`src/rtl/muldiv_pkg.sv`:
```
// muldiv_pkg: shared op/state encodings and constants for the multiply/divide sequencer
package muldiv_pkg;
  typedef enum logic [1:0] {OP_MULT = 2'd0, OP_MULTU = 2'd1, OP_DIV = 2'd2, OP_DIVU = 2'd3} op_t;
  typedef enum logic [1:0] {S_IDLE = 2'd0, S_RUN = 2'd1, S_FIXUP = 2'd2} state_t;
  localparam logic [31:0] DIVZERO_LO = 32'hFFFF_FFFF;
endpackage

```
`src/rtl/muldiv_step.sv`:
```
// muldiv_step: one combinational shift-add (multiply) or restoring shift-subtract (divide) iteration on {acc, q}
// Ports: div selects divide; acc/q form the double-width working register; m is multiplicand/divisor;
//   acc_n/q_n are the updated halves.
module muldiv_step #(parameter int WIDTH = 32) (
  input  logic             div,
  input  logic [WIDTH-1:0] acc,
  input  logic [WIDTH-1:0] q,
  input  logic [WIDTH-1:0] m,
  output logic [WIDTH-1:0] acc_n,
  output logic [WIDTH-1:0] q_n
);
  logic [WIDTH:0] sum, r, diff;
  always_comb begin
    sum   = q[0] ? {1'b0, acc} + {1'b0, m} : {1'b0, acc};
    r     = {acc, q[WIDTH-1]};
    diff  = r - {1'b0, m};
    // diff[WIDTH] set means the trial subtraction borrowed: restore and shift in a 0
    acc_n = div ? (diff[WIDTH] ? r[WIDTH-1:0] : diff[WIDTH-1:0]) : sum[WIDTH:1];
    q_n   = div ? {q[WIDTH-2:0], ~diff[WIDTH]} : {sum[0], q[WIDTH-1:1]};
  end
endmodule

```
`src/rtl/muldiv_hilo_ctrl.sv`:
```
// muldiv_hilo_ctrl: multicycle MULT/MULTU/DIV/DIVU sequencer owning the HI/LO registers
// Ports: clk, rst_n (async active-low); start/op/a/b request, taken only in IDLE; abort flushes
//   an in-flight op; mthi/mtlo/wdata write HI/LO in IDLE; busy, done (1-cycle), hi, lo registered.
// Optional: define MULDIV_FAST_MULT_EN for a single-cycle multiply (divide timing unchanged).
module muldiv_hilo_ctrl
  import muldiv_pkg::*;
#(
  parameter int WIDTH = 32,
  parameter int CNT_W = 6
) (
  input  logic             clk,
  input  logic             rst_n,
  input  logic             start,
  input  logic [1:0]       op,
  input  logic [WIDTH-1:0] a,
  input  logic [WIDTH-1:0] b,
  input  logic             abort,
  input  logic             mthi,
  input  logic             mtlo,
  input  logic [WIDTH-1:0] wdata,
  output logic             busy,
  output logic             done,
  output logic [WIDTH-1:0] hi,
  output logic [WIDTH-1:0] lo
);
  state_t state, state_n;
  op_t op_q;
  logic [CNT_W-1:0] cnt;
  logic [WIDTH-1:0] acc, q, m, acc_s, q_s, a_abs, b_abs, quo, rem;
  logic [2*WIDTH-1:0] run_n, prod;
  logic neg_p, neg_r, sgn, divz, is_div, last, accept;
  assign sgn    = op == OP_MULT || op == OP_DIV;
  assign divz   = (op == OP_DIV || op == OP_DIVU) && b == '0;
  assign a_abs  = sgn && a[WIDTH-1] ? -a : a;
  assign b_abs  = sgn && b[WIDTH-1] ? -b : b;
  assign accept = state == S_IDLE && start && !abort;
  assign is_div = op_q == OP_DIV || op_q == OP_DIVU;
  assign busy   = state != S_IDLE;
  assign prod   = neg_p ? -{acc, q} : {acc, q};
  assign quo    = neg_p ? -q : q;
  assign rem    = neg_r ? -acc : acc;
`ifdef MULDIV_FAST_MULT_EN
  assign last  = !is_div || cnt == CNT_W'(WIDTH-1);
  assign run_n = is_div ? {acc_s, q_s} : {{WIDTH{1'b0}}, m} * {{WIDTH{1'b0}}, q};
`else
  assign last  = cnt == CNT_W'(WIDTH-1);
  assign run_n = {acc_s, q_s};
`endif
  muldiv_step #(.WIDTH(WIDTH)) u_step (
    .div(is_div), .acc(acc), .q(q), .m(m), .acc_n(acc_s), .q_n(q_s)
  );
  always_ff @(posedge clk or negedge rst_n)
    if (!rst_n) state <= S_IDLE;
    else state <= state_n;
  always_comb begin
    state_n = state;
    state_n = abort ? S_IDLE :
              state == S_IDLE ? (start ? (divz ? S_FIXUP : S_RUN) : S_IDLE) :
              state == S_RUN ? (last ? S_FIXUP : S_RUN) : S_IDLE;
  end
  always_ff @(posedge clk or negedge rst_n) begin
    if (!rst_n) begin
      op_q  <= OP_MULT;
      cnt   <= '0;
      acc   <= '0;
      q     <= '0;
      m     <= '0;
      neg_p <= 1'b0;
      neg_r <= 1'b0;
      done  <= 1'b0;
      hi    <= '0;
      lo    <= '0;
    end else begin
      done <= 1'b0;
      if (state == S_IDLE && mthi) hi <= wdata;
      if (state == S_IDLE && mtlo) lo <= wdata;
      if (accept) begin
        op_q  <= op_t'(op);
        cnt   <= '0;
        acc   <= '0;
        // divide-by-zero keeps the raw dividend in q so FIXUP can return it in HI
        q     <= divz ? a : a_abs;
        m     <= b_abs;
        neg_p <= sgn && (a[WIDTH-1] ^ b[WIDTH-1]);
        neg_r <= sgn && a[WIDTH-1];
      end else if (state == S_RUN && !abort) begin
        {acc, q} <= run_n;
        cnt      <= cnt + CNT_W'(1);
      end else if (state == S_FIXUP && !abort) begin
        // m is zero only on the divide-by-zero path, since a real divisor magnitude is nonzero
        hi   <= is_div ? (m == '0 ? q : rem) : prod[2*WIDTH-1:WIDTH];
        lo   <= is_div ? (m == '0 ? WIDTH'(DIVZERO_LO) : quo) : prod[WIDTH-1:0];
        done <= 1'b1;
      end
    end
  end
endmodule

```
`config.mk`:
```
export PLATFORM = sky130hd
export DESIGN_NAME = muldiv_hilo_ctrl
export DESIGN_NICKNAME = d
export VERILOG_FILES = /design/src/rtl/muldiv_pkg.sv /design/src/rtl/muldiv_step.sv /design/src/rtl/muldiv_hilo_ctrl.sv
export SDC_FILE = /design/constraint.sdc
export NUM_CORES = 1
export LEC_CHECK = 0
export CAP_MARGIN = 20
export CELL_PAD_IN_SITES_DETAIL_PLACEMENT = 0
export CELL_PAD_IN_SITES_GLOBAL_PLACEMENT = 1
export CORE_UTILIZATION = 33
export CTS_CLUSTER_DIAMETER = 50
export DETAILED_ROUTE_END_ITERATION = 7
export PLACE_DENSITY_LB_ADDON = 0.1
export SYNTH_ARGS = -nofsm -noshare
export SYNTH_HDL_FRONTEND = slang
export SYNTH_SLANG_ARGS = --single-unit
```
`constraint.sdc`:
```
create_clock -name clk -period 3.6 [get_ports clk]
set_input_delay 0.54 -clock clk [delete_from_list [all_inputs] [get_ports clk]]
set_output_delay 0.54 -clock clk [all_outputs]
set_load 0.05 [all_outputs]
```
# Word-level counts from Yosys, hierarchy flattened
# Index checks and enable logic that the tools add are counted.
[word_totals] regBits=173
[classes] add_sub_neg=8 n_eq_ne=7 muxes=37 bitwise=2 n_reduce_logical=20
[op_table] cell="$mux 32" count=24
[op_table] cell="$neg 32->32" count=4
[op_table] cell="$logic_not 32->1" count=2
[op_table] cell="$mux 64" count=1
[op_table] cell="$neg 64->64" count=1
[op_table] cell="$add 32x32->33" count=1
[op_table] cell="$mux 33" count=1
[op_table] cell="$sub 33x32->33" count=1
[op_table] cell="$mux 2" count=6
[op_table] cell="$mux 6" count=2
[op_table] cell="$eq 2x2->1 const B" count=5
[op_table] cell="$logic_and 1x1->1" count=10
[op_table] cell="$add 6x1->6 const B" count=1
[op_table] cell="$eq 6x5->1 const B" count=1
[op_table] cell="$logic_not 2->1" count=2
[op_table] cell="$reduce_bool 2->1" count=2
[op_table] cell="$logic_or 1x1->1" count=3
[op_table] cell="$mux 1" count=3
[op_table] cell="$eq 2x1->1 const B" count=1
[op_table] cell="$logic_not 1->1" count=1
[op_table] cell="$not 1->1" count=1
[op_table] cell="$xor 1x1->1" count=1

# Logic depth before layout (Yosys ltp)
[logic_depth] ltp_word=7 mapped_depth=15 ltp_nobuf=12

# By module
# Synthesis repeated with hierarchy kept, for this count alone.
[hier_totals] hier_cells=2133 area_unflattened_um2=16288.1
[by_module_without_submodules] module="muldiv_hilo_ctrl" instances=1 cells_per_inst=1421 area_per_inst_um2=11446.0 seq_area_each_um2=4304.1
[by_module_without_submodules] module="muldiv_step" instances=1 cells_per_inst=712 area_per_inst_um2=4842.1 seq_area_each_um2=0.0

# Worst setup path after synthesis
# No wires, ideal clock.
[synth_timing] path_type="flip-flop to flip-flop" from="register acc[0]" to="register acc[1]" setup_time_ps=126 arrival_time_ps=3638 required_ps=3474 setup_slack_ps=-164 path_stages_with_launch=16 n_path_buf=4 synth_period_minus_slack_ps=3764 cell_sequence="dfrtp_1 clkbuf_1 inv_1 fa_1 nand2b_1 a21oi_1 o211ai_1 a21bo_2 a2111o_1 and3_1 clkbuf_1 or3_1 buf_2 buf_4 mux2i_1 a221o_1"
[synth_via] elab_chain_len=5
[synth_rtl] element="start, declared" line_no="muldiv_hilo_ctrl.sv:29" text="logic [WIDTH-1:0] acc, q, m, acc_s, q_s, a_abs, b_abs, quo, rem;"
[synth_rtl] element="start signal, assigned" line_no="muldiv_hilo_ctrl.sv:87" text="{acc, q} <= run_n;"
[synth_rtl] element="$sub 33x32->33 / $add 32x32->33 (equally long branches)" line_no="muldiv_step.sv:16, muldiv_step.sv:14"
[synth_rtl] element="$mux 32 / $mux 33 (equally long branches)" line_no="muldiv_step.sv:18, muldiv_step.sv:14"
[synth_rtl] element="$mux 32 *" line_no="muldiv_step.sv:18" text="acc_n = div ? (diff[WIDTH] ? r[WIDTH-1:0] : diff[WIDTH-1:0]) : sum[WIDTH:1];"
[synth_rtl] element="$mux 32 *" line_no="muldiv_hilo_ctrl.sv:86" text="end else if (state == S_RUN && !abort) begin"
[synth_rtl] element="$mux 32 *" line_no="muldiv_hilo_ctrl.sv:77" text="if (accept) begin"
# Mark *: on every way between the ends. The rest lies on a longest branch, timed or not. The select of a mux whose other input is x is not followed.
# A chain may end at the register's enable or synchronous reset.

# Worst setup path after layout
[layout_timing] from="register q[12]" to="register hi[0]"
[layout_via] elab_chain_len=6
[layout_rtl] element="start, declared" line_no="muldiv_hilo_ctrl.sv:29"
[layout_rtl] element="start signal, assigned" line_no="muldiv_hilo_ctrl.sv:82" text="q <= divz ? a : a_abs;"
[layout_rtl] element="start signal, assigned" line_no="muldiv_hilo_ctrl.sv:87"
[layout_rtl] element="$neg 64->64" line_no="muldiv_hilo_ctrl.sv:39" text="assign prod = neg_p ? -{acc, q} : {acc, q};"
[layout_rtl] element="$mux 64" line_no="muldiv_hilo_ctrl.sv:39"
[layout_rtl] element="$mux 32" line_no="muldiv_hilo_ctrl.sv:91" text="hi <= is_div ? (m == '0 ? q : rem) : prod[2*WIDTH-1:WIDTH];"
[layout_rtl] element="$mux 32" line_no="muldiv_hilo_ctrl.sv:89" text="end else if (state == S_FIXUP && !abort) begin"
[layout_rtl] element="$mux 32" line_no="muldiv_hilo_ctrl.sv:86"
[layout_rtl] element="$mux 32" line_no="muldiv_hilo_ctrl.sv:77"
[layout_rtl] element="end signal, assigned" line_no="muldiv_hilo_ctrl.sv:75" text="if (state == S_IDLE && mthi) hi <= wdata;"
[layout_rtl] element="end signal, assigned" line_no="muldiv_hilo_ctrl.sv:91"
[layout_rtl] element="end, declared" line_no="muldiv_hilo_ctrl.sv:23" text="output logic [WIDTH-1:0] hi,"
# Every way passes these cells.

==> impl_metrics.env <==
export IMPL_outcome="finished with violations"
export IMPL_violations="DRC"
export IMPL_synth_fp_nets=2162
export IMPL_portBuffers=169
export IMPL_yosysUniqueCellTypes=79
export IMPL_cts_root_buf="clkbuf_16"
export IMPL_num_rows=79
export IMPL_fin_skew_ns=0.01026
export IMPL_cp_startpoint="q[12]"
export IMPL_drt_wirelength_per_cell_um=21.73
export IMPL_slew_headroom=0.3715
export IMPL_viasPerCell=5.524
export IMPL_drt_initial_drc_count=1159
export IMPL_start_kind="flip-flop"
export IMPL_place_congestion=0.8851
export IMPL_critical_path_max_fanout=7
export IMPL_nets=2356
export IMPL_diodes=0
export IMPL_ys_flop_type="dfrtp_1"
export IMPL_cts_sinks=172
export IMPL_ys_seq_elements=172
export IMPL_fmax_ghz=0.2876
export IMPL_fp_dieArea_sq_um=48300
export IMPL_cp_required_ns=3.98
export IMPL_chipHeight_um=219.8
export IMPL_instances_no_fill=2799
export IMPL_dp_hpwl_um=47510
export IMPL_syn_area_sq_um=15650
export IMPL_final_cell_area_sq_um=19380
export IMPL_cap_violations=0
export IMPL_crit_type="reg -> reg"
export IMPL_h_tree_depth=4
export IMPL_cts_buffers=17
export IMPL_arrival_ns=3.85
export IMPL_antenna_left=0
export IMPL_synth_cells=1987
export IMPL_area_delta_synth_final_pct=23.80
export IMPL_overflow=0
export IMPL_route_vias_total=15463
export IMPL_tightest_slew_ns=0.9342
export IMPL_place_inst=2768
export IMPL_grt_pass1_vias=15392
export IMPL_whs_ns=0.06858
export IMPL_cts_hold_fix_buffers=0
export IMPL_powerDensity_nw_per_um2=746.4
export IMPL_grt_pass1_wl_um=93130
export IMPL_r2r_cells=11
export IMPL_synth_warnings=0
export IMPL_ys_seq_area_frac=0.2750
export IMPL_cts_max_path_buffers=2
export IMPL_leakage_nw=7.957
export IMPL_synth_edf_count=0
export IMPL_core_sq_um=46650
export IMPL_reg2reg_from="q[12]"
export IMPL_avgSynthCellArea_sq_um=7.877
export IMPL_min_path_type="in -> async"
export IMPL_period_share=0.9660
export IMPL_firstDrtPassIters=7
export IMPL_tritoncts="built"
export IMPL_io_pins=170
export IMPL_fp_dieW_um=219.8
export IMPL_path_clk_slew_ns=0.07
export IMPL_async_reset_ff_frac=1.000
export IMPL_drive_gt1_frac=0.1136
export IMPL_clk_latency_ns=0.50
export IMPL_final_core_util=0.4153
export IMPL_rsz0062_at_grt="yes"
export IMPL_max_vdd_ir_drop_v=0.0003440
export IMPL_antenna_found_initial=1
export IMPL_routed_wl_um=60830
export IMPL_finalSetupViolCount=0
export IMPL_fillers=4804
export IMPL_start_util=0.3355
export IMPL_crit_path_end_kind="flip-flop"
export IMPL_final_hold_viol_count=0
export IMPL_placed_cell_area_sq_um=18770
export IMPL_fin_crit_ns=3.478
export IMPL_drc_errors=32
export IMPL_finalMaxSlewViolations=0
export IMPL_grt_max_degree=80
export IMPL_grt_usage=0.2558
## stage by stage
| stage | setup slack (ns) | total power, mW | TNS, ns |
|---|---|---|---|
| floorplan | 0.006533 | 9.318 | 0 |
| global placement | -0.003804 | 12.43 | -0.003804 |
| detailed placement | -0.008867 | 12.45 | -0.01721 |
| CTS | 0.009710 | 14.42 | 0 |
| global route | -0.02933 | 15.57 | -0.02933 |
| finish | 0.1223 | 14.46 | 0 |
## worst max-delay path: stages, from the launching register on
cell and delay, ns:
dfrtp_1 0.38, or4_1 0.68, nor3_1 0.55, buf_4 0.23, and3_1 0.25, nand4_1 0.22
buf_4 0.24, nand2_1 0.08, xnor2_1 0.07, o21ai_0 0.38, buf_4 0.19, o21ai_0 0.06
## cell families after synthesis
group	Yosys count	share of synthesized area
flops	172	0.2750
mux	101	0.06579
buf+inv	225	0.05644
fa+ha+maj	71	0.05772
compound gates	627	0.2544
simple gates	586	0.1760
xor+xnor	205	0.1147
## cell type report
type	count	area [sq um]	area share
well taps	607	759.5	0.03920
repair buffers	333	2978	0.1537
clock buffers	21	470.5	0.02428
flip-flops and latches	172	4309	0.2224
clock inverters	9	88.84	0.004585
multi-input cells	1590	10520	0.5429
inverters	67	251.5	0.01298
## layer usage
| layer | track usage | share of wire | vias to the layer above |
|---|---|---|---|
| met5 | 0 | 0 | - |
| met4 | 0.08115 | 0.026 | 0 |
| met3 | 0.04099 | 0.044 | 63 |
| met2 | 0.4253 | 0.47 | 363 |
| met1 | 0.3369 | 0.46 | 7457 |
| li1 | - | - | 7580 |
## timing repair
item,4_1_cts,5_1_grt
resized for setup,2,9
endpoints found under the setup margin,2,23
pin swaps,3,2
setup buffers,0,1
## state kept, by name, summed over array words and instances, names as in the netlist
| name | flops |
|---|---|
| cnt | 6 |
| lo | 32 |
| op_q | 1 |
| neg_r | 1 |
| done | 1 |
| state | 2 |
| q | 32 |
| acc | 32 |
| hi | 32 |
| neg_p | 1 |
| m | 32 |
## synth_stat cells (all sizes together) (23+ instances only)
cell,instances,share of area
inv,66,0.016
o21ai,210,0.067
ha,69,0.055
a21oi,128,0.041
nand2b,25,0.010
xor2,114,0.064
nor2,111,0.027
o31ai,37,0.018
nor3,29,0.0093
clkbuf,133,0.032
o211ai,58,0.028
xnor2,91,0.051
nand2,264,0.063
mux2i,86,0.055
a32oi,32,0.018
buf,25,0.0085
nor4,23,0.0096
nand3,26,0.0083
dfrtp,172,0.28
## worst paths after layout
| path | to | slack, ns |
|---|---|---|
| min in group clk | cnt[0] | 0.54 |
| hold reg to reg | cnt[0] | 0.54 |
| max in group asynchronous | acc[10] | 2.62 |
| setup / recovery | hi[0] | 0.12 |
| setup reg to reg | hi[0] | 0.12 |
| hold / removal | hi[2] | 0.07 |
## cell usage in the layout (no fill, tap or decap), types with 86 or more instances in the layout
cell,Yosys,layout
mux2i_1,86,86
dfrtp_1,172,170
a21oi_1,128,125
buf_4,1,159
xnor2_1,91,91
nand2_1,264,264
nor2_1,111,110
clkdlybuf4s50_1,0,168
o21ai_0,205,204
xor2_1,114,114
## where the power goes
part,leakage (nW),switching [mW],internal [mW],total [mW]
sequential,2.14,0.647,2.40,3.05
combinational,5.55,5.61,3.90,9.51
clock,0.267,0.907,0.998,1.91
total,7.96,7.16,7.30,14.5
Power figures use the tool's default switching activity.
